==> src/rtl/instr_prefetch_unit_if.sv <==
// Bus bundle between the prefetch unit, the instruction memory and the IF/ID register.
// The master side is the prefetch unit. The slave side is the memory plus the decode consumer.
interface instr_prefetch_unit_if;
    logic        imem_req;
    logic [31:0] imem_addr;
    logic        imem_ack;
    logic [31:0] imem_rdata;
    logic        op_valid;
    logic [31:0] op_instruction;
    logic [31:0] op_pc;
    logic        out_ready;

    modport master (
        output imem_req,
        output imem_addr,
        input  imem_ack,
        input  imem_rdata,
        output op_valid,
        output op_instruction,
        output op_pc,
        input  out_ready
    );

    modport slave (
        input  imem_req,
        input  imem_addr,
        output imem_ack,
        output imem_rdata,
        input  op_valid,
        input  op_instruction,
        input  op_pc,
        output out_ready
    );
endinterface

==> src/rtl/instr_prefetch_unit.sv <==
// RV32I fetch stage. It owns the fetch PC and issues one outstanding word read at a time.
// Returned words are queued in a small FIFO. Branch and jump redirects flush the FIFO and restart fetch.
module instr_prefetch_unit #(
    parameter int          DEPTH    = 4,
    parameter logic [31:0] RESET_PC = 32'h0000_0000
) (
    input  logic                   clk,
    input  logic                   reset,
    input  logic                   redirect_valid,
    input  logic [31:0]            redirect_pc,
    instr_prefetch_unit_if.master  bus
);
    localparam int          PW   = $clog2(DEPTH);
    localparam int          CW   = PW + 1;
    localparam logic [CW-1:0] FULL = CW'(DEPTH);
    localparam logic [31:0] NOP  = 32'h0000_0013;

    typedef enum logic {FETCH, DISCARD} state_t;

    state_t        state_reg;
    logic [31:0]   fetch_pc_reg;
    logic [31:0]   addr_reg;
    logic          req_reg;
    logic [CW-1:0] count_reg;
    logic [PW-1:0] rd_ptr_reg;
    logic [PW-1:0] wr_ptr_reg;
    logic [31:0]   instr_mem [DEPTH];
    logic [31:0]   pc_mem    [DEPTH];

    logic          accept;
    logic          push;
    logic          pop;
    logic          head_valid;
    logic [CW-1:0] count_next;
    logic [31:0]   fetch_pc_next;
    logic [31:0]   target;
    logic          unused_pc_bits;

    assign target         = {redirect_pc[31:2], 2'b00};
    assign unused_pc_bits = ^redirect_pc[1:0];

    // Data returned while discarding, or during a redirect cycle, belongs to the wrong path.
    assign accept        = req_reg && bus.imem_ack;
    assign push          = accept && (state_reg == FETCH) && !redirect_valid;
    assign head_valid    = (count_reg != '0) && !redirect_valid;
    assign pop           = head_valid && bus.out_ready;
    assign count_next    = count_reg + CW'(push) - CW'(pop);
    assign fetch_pc_next = push ? fetch_pc_reg + 32'd4 : fetch_pc_reg;

    assign bus.imem_req       = req_reg;
    assign bus.imem_addr      = addr_reg;
    assign bus.op_valid       = head_valid;
    assign bus.op_instruction = head_valid ? instr_mem[rd_ptr_reg] : NOP;
    assign bus.op_pc          = head_valid ? pc_mem[rd_ptr_reg] : 32'h0;

    always_ff @(posedge clk or negedge reset) begin
        if (!reset) begin
            state_reg    <= FETCH;
            fetch_pc_reg <= RESET_PC;
            addr_reg     <= RESET_PC;
            req_reg      <= 1'b0;
            count_reg    <= '0;
            rd_ptr_reg   <= '0;
            wr_ptr_reg   <= '0;
        end else if (redirect_valid) begin
            fetch_pc_reg <= target;
            count_reg    <= '0;
            rd_ptr_reg   <= '0;
            wr_ptr_reg   <= '0;
            // A request still in flight must complete before the target can be issued.
            if (req_reg && !bus.imem_ack) begin
                state_reg <= DISCARD;
            end else begin
                state_reg <= FETCH;
                req_reg   <= 1'b1;
                addr_reg  <= target;
            end
        end else if (state_reg == DISCARD) begin
            if (accept) begin
                state_reg <= FETCH;
                req_reg   <= 1'b1;
                addr_reg  <= fetch_pc_reg;
            end
        end else begin
            count_reg    <= count_next;
            fetch_pc_reg <= fetch_pc_next;
            if (push) wr_ptr_reg <= wr_ptr_reg + 1'b1;
            if (pop)  rd_ptr_reg <= rd_ptr_reg + 1'b1;
            if (!req_reg || accept) begin
                req_reg  <= (count_next < FULL);
                addr_reg <= fetch_pc_next;
            end
        end
    end

    always_ff @(posedge clk) begin
        if (push) begin
            instr_mem[wr_ptr_reg] <= bus.imem_rdata;
            pc_mem[wr_ptr_reg]    <= addr_reg;
        end
    end
endmodule
==> src/flat_wrapper.sv <==
// flat-port wrapper written by rule: the top's interface ports become plain ports
module instr_prefetch_unit_flat 
#(
    parameter int          DEPTH    = 4,
    parameter logic [31:0] RESET_PC = 32'h0000_0000
)
  (clk, reset, redirect_valid, redirect_pc, bus_imem_req, bus_imem_addr, bus_imem_ack, bus_imem_rdata, bus_op_valid, bus_op_instruction, bus_op_pc, bus_out_ready);
  instr_prefetch_unit_if bus_i ();
  input  logic clk;
  input  logic reset;
  input  logic redirect_valid;
  input  logic [31:0] redirect_pc;
  output wire logic [$bits(bus_i.imem_req)-1:0] bus_imem_req;
  output wire logic [$bits(bus_i.imem_addr)-1:0] bus_imem_addr;
  input wire logic [$bits(bus_i.imem_ack)-1:0] bus_imem_ack;
  input wire logic [$bits(bus_i.imem_rdata)-1:0] bus_imem_rdata;
  output wire logic [$bits(bus_i.op_valid)-1:0] bus_op_valid;
  output wire logic [$bits(bus_i.op_instruction)-1:0] bus_op_instruction;
  output wire logic [$bits(bus_i.op_pc)-1:0] bus_op_pc;
  input wire logic [$bits(bus_i.out_ready)-1:0] bus_out_ready;
  assign bus_imem_req = bus_i.imem_req;
  assign bus_imem_addr = bus_i.imem_addr;
  assign bus_i.imem_ack = bus_imem_ack;
  assign bus_i.imem_rdata = bus_imem_rdata;
  assign bus_op_valid = bus_i.op_valid;
  assign bus_op_instruction = bus_i.op_instruction;
  assign bus_op_pc = bus_i.op_pc;
  assign bus_i.out_ready = bus_out_ready;
  instr_prefetch_unit #(.DEPTH(DEPTH), .RESET_PC(RESET_PC)) u_core (.clk(clk), .reset(reset), .redirect_valid(redirect_valid), .redirect_pc(redirect_pc), .bus(bus_i));
endmodule
==> config.mk <==
export PLATFORM = sky130hd
export DESIGN_NAME = instr_prefetch_unit_flat
export DESIGN_NICKNAME = d
export VERILOG_FILES = /design/src/rtl/instr_prefetch_unit_if.sv /design/src/rtl/instr_prefetch_unit.sv /design/src/flat_wrapper.sv
export SDC_FILE = /design/constraint.sdc
export NUM_CORES = 1
export LEC_CHECK = 0
export ABC_AREA = 1
export CAP_MARGIN = 30
export CORE_UTILIZATION = 60
export DETAILED_ROUTE_END_ITERATION = 10
export GPL_TIMING_DRIVEN = 0
export PLACE_DENSITY = 0.85
export SYNTH_ARGS = -nofsm -noshare
export SYNTH_HDL_FRONTEND = slang
export SYNTH_SLANG_ARGS = --single-unit
==> constraint.sdc <==
create_clock -name clk -period 7.6 [get_ports clk]
set_input_delay 1.52 -clock clk [delete_from_list [all_inputs] [get_ports clk]]
set_output_delay 1.52 -clock clk [all_outputs]
set_load 0.02 [all_outputs]
* After elaboration in Yosys (flattened, before gate mapping)
Memory sizes are Yosys's and may differ from the RTL's.
Index checks and enable logic that the tools add are counted.
Widths: inputs -> output; s select.
** Cells by class
- Add/subtract/negate cells :: 5
- Multiply operators :: 0
- Div/mod/pow operators :: 0
- $lt $le $gt $ge :: 1
- Eq/ne operators :: 3
- Shift-type cells :: 0
- Muxes and demuxes :: 29
- Bitwise operators :: 1
- Reductions and logical operators :: 17
** Operators with widths (count)
- $mux 32 :: 10
- $add 32x3->32 const B :: 1
- $mux 2 :: 6
- $mux 1 :: 11
- $logic_and 1x1->1 :: 6
- $mux 3 :: 2
- $reduce_bool 3->1 :: 2
- $add 2x1->2 const B :: 2
- $ne 2x2->1 const B :: 2
- $reduce_and 2->1 :: 2
- $reduce_bool 2->1 :: 2
- $add 3x1->3 :: 1
- $logic_not 1->1 :: 3
- $lt 3x3->1 const B :: 1
- $ne 3x3->1 const B :: 1
- $reduce_and 3->1 :: 1
- $sub 3x1->3 :: 1
- $logic_or 1x1->1 :: 1
- $not 1->1 :: 1
** Storage, ports and cells
- Register bits :: 73
- Bits in latches :: 0
- Memory bits (writable) :: 256
- Memory bits (read-only) :: 0
- Input port bits :: 69
- Output and inout port bits :: 98
- Word-level logic and storage cells :: 65
- Memories kept :: 2
** Memory list
- u_core.instr_mem :: words 4, bits a word 32, read ports 1, clocked after memory_dff 0, wr ports 1, RTL line instr_prefetch_unit.sv:27 : logic [31:0] instr_mem [DEPTH];
- u_core.pc_mem :: words 4, bits a word 32, read ports 1, clocked after memory_dff 0, wr ports 1, RTL line instr_prefetch_unit.sv:28 : logic [31:0] pc_mem [DEPTH];

* Longest topological paths before layout
- Depth after elaboration :: 9
- Mapped depth :: 15
- Mapped depth without buffers :: 15

* Worst setup path before layout
OpenSTA, ideal clock, no wires.
- Kind :: input to register
- Start :: input redirect_valid
- End :: memory u_core.instr_mem[0][0] (enable)
- Setup time :: 484 ps
- Arrival time :: 4588 ps
- Required time :: 7116 ps
- Setup slack :: 2527 ps
- Cell stages on the path :: 4
- Path buffers :: 1
- Path through :: buf_6 -> nor2_4 -> nand2_4 -> nor2_1
** On the way
- Cells in the longest elaborated chain, start to end :: 4
** Ends and longest elaborated chain
- start, declared :: RTL line flat_wrapper.sv:11 : input logic redirect_valid;
- $logic_not 1->1 :: RTL line instr_prefetch_unit.sv:44 : assign push = accept && (state_reg == FETCH) && !redirect_valid;
- $logic_and 1x1->1 :: RTL line instr_prefetch_unit.sv:44
- $mux 1 :: RTL line instr_prefetch_unit.sv:97 : if (push) begin
- $mux 1 (implied by the code) :: RTL line instr_prefetch_unit.sv:98 : instr_mem[wr_ptr_reg] <= bus.imem_rdata;
- end, declared :: RTL line instr_prefetch_unit.sv:27
No other way between the ends.

* Worst setup path after layout
- Start :: input redirect_valid
- End :: output bus_op_pc[1]
** On the way
- Cells in the longest elaborated chain, start to end :: 3
** Ends and longest elaborated chain
- $logic_not 1->1 :: RTL line instr_prefetch_unit.sv:45 : assign head_valid = (count_reg != '0) && !redirect_valid;
- $logic_and 1x1->1 :: RTL line instr_prefetch_unit.sv:45
- $mux 32 :: RTL line instr_prefetch_unit.sv:54 : assign bus.op_pc = head_valid ? pc_mem[rd_ptr_reg] : 32'h0;
- end, declared :: RTL line flat_wrapper.sv:19 : output wire logic [$bits(bus_i.op_pc)-1:0] bus_op_pc;
No other way between the ends.

==> results.json <==
{
  "tns_ps": 0,
  "grt_overflow": 0,
  "synth.distinct_cells": 38,
  "synthFlopType": "edfxtp_1",
  "viasPerCell": 5.74,
  "synth_edf_count": 252,
  "path_max_fanout": 10,
  "core_um2": 21900,
  "postSynthAreaPerCell_um2": 10.9,
  "postCtsSetupRepairBufs": 0,
  "combPwrFrac_pct": 22.4,
  "cts_root_buffer": "clkbuf_16",
  "die_w_um": 152,
  "fin_nets": 1522,
  "largest_register_ffs": 128,
  "final_max_slew_viol_count": 0,
  "gp_congestion": 0.900,
  "grt_antenna_before_repair": 0,
  "power_frac_clock_pct": 31.8,
  "max-slew-margin-rel_pct": 35.9,
  "drtIter0Drc": 898,
  "crit_type": "primary input to primary output",
  "drive_gt1_share_pct": 6.54,
  "p_leak_nw": 6.33,
  "yosys.area.top_type_share_pct": 56.4,
  "clk_latency_ps": 510,
  "hp-class": "flip-flop to flip-flop",
  "clk_pin_slew_ps": 60,
  "syn_inst": 1237,
  "grt_pass1_vias": 9846,
  "async_flop_share_pct": 21.7,
  "drt-pass1-iter-count": 5,
  "rsz0062_at_grt": "no",
  "dieArea_um2": 23000,
  "grt_pass1_wl_um": 51900,
  "ys_ff_latch": 322,
  "area_growth_pct": 24.4,
  "htreeDepth": 2,
  "pin_count": 167,
  "status": "finished clean",
  "cp-start-kind": "primary input",
  "post-route-util_pct": 76.3,
  "post-dp-hpwl_um": 22000,
  "routed_wl_um": 34100,
  "io_buffers": 164,
  "grt_max_degree": 71,
  "cts_resized": 0,
  "wl_per_cell_um": 19.5,
  "fmax_mhz": 180,
  "min_period_ps": 5570,
  "fill_cells": 1380,
  "holdBufCountCts": 0,
  "fin_crit_sh_pct": 73.3,
  "largest_register": "u_core.instr_mem",
  "clockBufferDepth": 3,
  "crit_arrival_ps": 4050,
  "fin_cells": 1750,
  "swShare_pct": 30.2,
  "synthTopCellsByArea": "edfxtp_1 (56%), dfrtp_1 (13%), nor2_1 (8.1%), nand2_1 (5.9%), o21ai_0 (5.0%)",
  "synth_commonest_cells": "nor2_1 (290), edfxtp_1 (252), nand2_1 (210)",
  "power_frac_seq_pct": 45.8,
  "clock-sinks": 322,
  "hold_viol_final": 0,
  "yosysTopAreaCell": "edfxtp_1",
  "ys_warn_count": 0,
  "drc_errors": 0,
  "cts_tree": "yes",
  "initial_core_util_pct": 61.3,
  "p_int_w": 0.00346,
  "die_h_um": 152,
  "p_per_area_nw_per_um2": 297,
  "synth_most_common_cell": "nor2_1",
  "tightest_slew_ps": 955,
  "syn-num-nets": 1314,
  "syn_area_um2": 13400,
  "setup_violations": 0,
  "p_sw_w": 0.00149,
  "ant_nets": 0,
  "grt_usage_pct": 30.4,
  "dp_cells": 1689,
  "end_kind": "primary output",
  "critPathRequiredTime_ps": 6080,
  "via_count": 10044,
  "drv_cap": 0,
  "ir_drop_v": 0.000162,
  "rows": 54,
  "skew_ps": 8.83,
  "numCtsBuffers": 34,
  "synth-seq-area-share_pct": 69.4
}
worst max-delay path, cell delays in order:
cell             delay, ps
clkdlybuf4s50_1        490
inv_1                  140
o21ai_1                540
clkbuf_1               500
a21oi_1                140
buf_4                  170
clkdlybuf4s50_1        530
power by group through the flow:
stage          Combinational (W)  Clock, W  Sequential, W
2_1_floorplan           0.000510         0        0.00231
3_3_place_gp             0.00105         0        0.00229
3_5_place_dp             0.00109         0        0.00229
4_1_cts                  0.00111   0.00159        0.00226
5_1_grt                  0.00120   0.00166        0.00228
6_report                 0.00111   0.00157        0.00227
cells by family after synthesis:
kind of cell / Yosys count / share of synthesized area [%]
AND/OR/NAND/NOR: 561 / 17.1
buffers and inverters: 115 / 3.41
adder cells (fa/ha/maj): 8 / 0.801
XOR/XNOR: 12 / 0.783
flip-flops: 322 / 69.4
AO/OA/AOI/OAI: 219 / 8.45
worst paths after layout:
check / startpoint / slack, ps / cells past startpoint / endpoint
min in group asynchronous: reset / 1110 / 1 / u_core.fetch_pc_reg[21]
max in group asynchronous: reset / 5910 / 1 / u_core.bus.imem_addr[4]
worst max register to register: u_core.count_reg[1] / 4290 / 15 / u_core.count_reg[2]
worst max-delay path: redirect_valid / 2030 / 7 / bus_op_pc[1]
worst min register to register: u_core.bus.imem_addr[26] / 560 / 0 / u_core.pc_mem[1][26]
worst min-delay path: u_core.bus.imem_addr[26] / 560 / 0 / u_core.pc_mem[1][26]
stage by stage:
step | total power, W | area [um2] | setup slack, ps | hold WS (ps)
floorplan | 0.00282 | 13400 | 2530 | 530
global placement | 0.00334 | 15400 | 132 | 528
CTS | 0.00496 | 16700 | 2070 | 546
global route | 0.00513 | 16700 | 1870 | 572
finish | 0.00495 | 16700 | 2030 | 555
detailed placement | 0.00338 | 15600 | 2120 | 523
routing by layer:
metal | wire length (um) | vias up | GRT usage, %
met4 | 963 | 0 | 11.0
met1 | 12800 | 4775 | 39.8
li1 | - | 4619 | -
met3 | 3100 | 78 | 5.27
met2 | 17200 | 572 | 51.4
met5 | 0 | - | 0
final cells by class:
class / count / area (um2) / area share, %
clock buffers: 44 / 962 / 5.76
inverters: 55 / 206 / 1.24
multi-input cells: 800 / 3680 / 22.0
plain buffers: 60 / 251 / 1.51
flip-flops and latches: 322 / 9320 / 55.8
well taps: 280 / 350 / 2.10
repair buffers: 172 / 1820 / 10.9
diodes: 1 / 2.50 / 0.0150
clock inverters: 16 / 103 / 0.615
layout by cell type, fill, tap and decap left out, types with 35 or more instances in the layout:
cell type        instances
edfxtp_1               252
clkbuf_1                42
nor2_1                 286
a21oi_1                 64
o21ai_0                135
nand2_1                210
clkdlybuf4s50_1        163
nand3_1                 35
dfrtp_1                 70
clkbuf_16               37
inv_1                   52
No activity file was read; power rests on OpenSTA's default activity.
